<file path="src/rtl/serial_subtractor.sv">
`default_nettype none
// ============================================================================
//  Module      : serial_subtractor
//  Description : Bit-serial unsigned a - b, LSB first, one full-adder stage.
//  Revision    : 1.0 - initial release
// ============================================================================
module serial_subtractor #(
    parameter int WIDTH = 8
) (
    input  logic             clk,
    input  logic             rst_n,
    input  logic             start,
    input  logic [WIDTH-1:0] a,
    input  logic [WIDTH-1:0] b,
    output logic             busy,
    output logic             done,
    output logic [WIDTH-1:0] diff,
    output logic             borrow
);

    localparam int               CNT_W    = $clog2(WIDTH);
    localparam logic [CNT_W-1:0] LAST_CNT = CNT_W'(WIDTH - 1);

    typedef enum logic [1:0] {
        S_IDLE = 2'd0,
        S_RUN  = 2'd1,
        S_DONE = 2'd2
    } state_t;

    state_t             r_state;
    logic [WIDTH-1:0]   r_a;
    logic [WIDTH-1:0]   r_b;
    logic [WIDTH-1:0]   r_res;
    logic               r_carry;
    logic [CNT_W-1:0]   r_cnt;

    logic               w_x;
    logic               w_y;
    logic               w_s;
    logic               w_cout;

    // Subtraction as a + ~b + 1: the initial carry of 1 supplies the +1.
    assign w_x    = r_a[0];
    assign w_y    = ~r_b[0];
    assign w_s    = w_x ^ w_y ^ r_carry;
    assign w_cout = (w_x & w_y) | (w_x & r_carry) | (w_y & r_carry);

    always_ff @(posedge clk or negedge rst_n) begin
        if (!rst_n) begin
            r_state <= S_IDLE;
            r_a     <= '0;
            r_b     <= '0;
            r_res   <= '0;
            r_carry <= 1'b0;
            r_cnt   <= '0;
            busy    <= 1'b0;
            done    <= 1'b0;
            diff    <= '0;
            borrow  <= 1'b0;
        end else begin
            case (r_state)
                S_IDLE, S_DONE: begin
                    done <= 1'b0;
                    if (start) begin
                        r_a     <= a;
                        r_b     <= b;
                        r_carry <= 1'b1;
                        r_cnt   <= '0;
                        busy    <= 1'b1;
                        r_state <= S_RUN;
                    end else begin
                        busy    <= 1'b0;
                        r_state <= S_IDLE;
                    end
                end
                S_RUN: begin
                    r_a     <= r_a >> 1;
                    r_b     <= r_b >> 1;
                    r_res   <= {w_s, r_res[WIDTH-1:1]};
                    r_carry <= w_cout;
                    if (r_cnt == LAST_CNT) begin
                        diff    <= {w_s, r_res[WIDTH-1:1]};
                        borrow  <= ~w_cout;
                        busy    <= 1'b0;
                        done    <= 1'b1;
                        r_state <= S_DONE;
                    end else begin
                        r_cnt <= r_cnt + CNT_W'(1);
                    end
                end
                default: begin
                    busy    <= 1'b0;
                    done    <= 1'b0;
                    r_state <= S_IDLE;
                end
            endcase
        end
    end

endmodule
`default_nettype wire

</file>
<file path="config.mk">
export PLATFORM = sky130hd
export DESIGN_NAME = serial_subtractor
export DESIGN_NICKNAME = d
export VERILOG_FILES = /design/src/rtl/serial_subtractor.sv
export SDC_FILE = /design/constraint.sdc
export NUM_CORES = 1
export LEC_CHECK = 0
export BUFFER_PORTS_ARGS = -buffer_cell sky130_fd_sc_hd__clkbuf_2
export CORE_ASPECT_RATIO = 1.5
export CORE_MARGIN = 1
export CORE_UTILIZATION = 50
export DETAILED_ROUTE_END_ITERATION = 10
export MAX_ROUTING_LAYER = met4
export PLACE_DENSITY = 0.81
export SLEW_MARGIN = 20
export SYNTH_ARGS = -nofsm -noshare
export SYNTH_HDL_FRONTEND = slang
export SYNTH_SLANG_ARGS = --single-unit
</file>
<file path="constraint.sdc">
create_clock -name clk -period 2 [get_ports clk]
set_clock_uncertainty 0.2 [all_clocks]
set_input_delay 0.4 -clock clk [delete_from_list [all_inputs] [get_ports clk]]
set_output_delay 0.4 -clock clk [all_outputs]
set_load 0.01 [all_outputs]
</file>
==> results.sh <==
export IMPL_dieArea_sq_mm=0.00399
export IMPL_cts_tree="done"
export IMPL_port_buffers=29
export IMPL_fill_cells=281
export IMPL_htreeDepth=2
export IMPL_ir_worst_vdd_mv=0.922
export IMPL_fmax_ghz=0.572
export IMPL_ff_latch_area_sq_um=976
export IMPL_slew_violations=0
export IMPL_yosysMostFrequentCell="dfrtp_1"
export IMPL_ant_nets=0
export IMPL_r2r_start="r_cnt[0]"
export IMPL_cts_clk_slew_worst_paths_ns=0.07
export IMPL_grt_pass1_vias=1282
export IMPL_async_flop_share=1.00
export IMPL_cts_buffer_depth=2
export IMPL_p_per_area_mw_per_mm2=1510
export IMPL_avgSynthCellArea_sq_um=12.1
export IMPL_cp_start_kind="flip-flop"
export IMPL_synth_edff_count=0
export IMPL_multi_input_area_sq_um=807
export IMPL_post_dp_hpwl_mm=2.47
export IMPL_overflow=0
export IMPL_first_pass_iters=3
export IMPL_p_leak_uw=0.000961
export IMPL_ys_ff_latch=39
export IMPL_num_rows=26
export IMPL_final_cells=226
export IMPL_die_y_microns=76.9
export IMPL_syn_num_nets=177
export IMPL_start_util=0.537
export IMPL_netlist_top_cells_area="dfrtp_1 52%, mux2i_1 8.6%, mux2_4 5.6%"
export IMPL_min_period_ns=1.75
export IMPL_synth_distinct_cells=25
export IMPL_n_antenna_cell=0
export IMPL_core_sq_mm=0.00348
export IMPL_synth_main_ff_cell="dfrtp_1"
export IMPL_drt_wl_total_mm=3.39
export IMPL_syn_to_final_growth_pct=13.0
export IMPL_crit_type="flip-flop to flip-flop"
export IMPL_grt_total_usage=0.200
export IMPL_final_hold_viol_count=0
export IMPL_wl_per_cell_microns=15.0
export IMPL_drt_initial_drc_count=17
export IMPL_drive_gt1_frac=0.304
export IMPL_cts_buffers=5
export IMPL_grt_pass1_wl_mm=5.73
export IMPL_path_cells="ha_1 > ha_1 > nor2_1 > a21o_1 > a21oi_1"
export IMPL_status="finished, final reports clean"
export IMPL_tightest_slew_ns=0.596
export IMPL_drc=0
export IMPL_netlist_top_cell_by_area="dfrtp_1"
export IMPL_cpPeakStageDelay_ns=0.40
export IMPL_clock_latency_ns=0.28
export IMPL_die_x_microns=51.9
export IMPL_ys_warn_count=0
export IMPL_worst_endpoint_required_ns=1.97
export IMPL_cp_startpoint="r_cnt[0]"
export IMPL_setup_violations=0
export IMPL_vias=1225
export IMPL_worstPathArrival_ns=1.72
export IMPL_syn_instance_count=155
export IMPL_syn_area_sq_mm=0.00187
export IMPL_hold_path_class="input port to flip-flop"
export IMPL_rsz0062_at_grt="no"
export IMPL_cp_slowest_cell="dfrtp_1"
export IMPL_clock_sinks=39
export IMPL_yosysSeqAreaShare=0.522
export IMPL_tns_ns=0
export IMPL_crit_fanout=7
export IMPL_yosys_top_cells_count="39 x dfrtp_1, 17 x a21oi_1, 16 x mux2i_1"
export IMPL_finalPower_uw=3200
export IMPL_utilization=0.607
export IMPL_period_share=0.873
export IMPL_cp_end_kind="flip-flop"
export IMPL_placed_cells=219
export IMPL_maxCapViolCount=0
export IMPL_antenna_found_initial=0
export IMPL_vias_per_cell=5.42
export IMPL_finalWeightedCongestion=0.758
export IMPL_critical_path_top_delay_family="adder cells"
export IMPL_grt_start_max_net_pins=40
export IMPL_postCtsSetupBuffers=0
export IMPL_synth_top_area_share=0.522
export IMPL_min_from="b[0]"
export IMPL_ios=30
export IMPL_relSlewSlack=0.602
export IMPL_nets=207
export IMPL_cts_root_buffer="clkbuf_8"
export IMPL_crit_top_cell="ha_1"
export IMPL_crit_buf_inv=0
==> placed cells by master (no fill, tap or decap), types with 2 or more instances in the layout <==
cell       n
nor2b_1   14
ha_1       2
mux2_4     7
buf_4      5
inv_1      3
mux2_2     8
a211oi_1  13
mux2i_1   16
clkbuf_2  29
a21oi_1   17
dfrtp_1   39
clkbuf_8   5
o21ai_0    3
o211ai_1   2
nor2_1     2
nand3_1    4
nand2_1    6
==> worst paths after layout <==
kind                              end  slack (ns)  depth (start not counted)
hold / removal                 r_b[0]        0.15                          3
min in group asynchronous  r_state[0]        0.50                          3
setup / recovery             r_cnt[0]        0.25                          5
max in group asynchronous      r_a[4]        0.77                          3
setup reg to reg             r_cnt[0]        0.25                          5
hold reg to reg              r_cnt[0]        0.29                          1
==> repair_timing <==
action                                 in CTS  in global routing
resized for setup                           0                  0
endpoints found under the hold margin      39                  0
hold buffers                                1                  0
==> stage by stage <==
step / hold slack, ns / setup slack, ns / cell area (sq um)
6_report: 0.155 / 0.253 / 2110
4_1_cts: 0.143 / 0.256 / 2110
2_1_floorplan: -0.0956 / 0.376 / 1870
3_3_place_gp: 0.263 / 0.347 / 2030
5_1_grt: 0.148 / 0.160 / 2110
3_5_place_dp: 0.276 / 0.267 / 2030
==> cell families after synthesis <==
family,after synthesis,share of synthesized area
AOI/OAI and AO/OA,38,0.127
adders and majority gates,3,0.0241
buffers and inverters,15,0.0462
DFF,39,0.522
muxes,31,0.190
and+or+nand+nor,29,0.0904
==> state kept, by name, indices dropped and copies added, names as in the netlist <==
name	cells
diff	8
r_a	8
r_b	8
r_res	7
r_cnt	3
borrow	1
busy	1
done	1
r_carry	1
r_state	1
==> tightest hold or removal path, delay by kind of cell <==
kind                   cells  cell delay, ns
AOI/OAI and AO/OA          1            0.06
buffers and inverters      1            0.08
and+or+nand+nor            1            0.06
==> where the power goes <==
group          switching [uW]  internal (uW)
combinational             600            676
clock                     241            232
sequential                275           1170
total                    1120           2080
==> routing by layer <==
metal	up-vias	routed length, microns	track usage
li1	610	-	-
met1	581	1370	0.220
met2	30	1860	0.329
met3	4	126	0.0357
met4	0	31	0.105
met5	-	0	-
==> layout make-up <==
class                      instances  share of cell area
sequential                        39               0.462
multi-input combinational        101               0.382
timing repair buffer              35              0.0912
clock buffer                       6              0.0344
tap                               42              0.0249
inverter                           3             0.00533
Note: power is estimated with default switching activity, not from simulation.
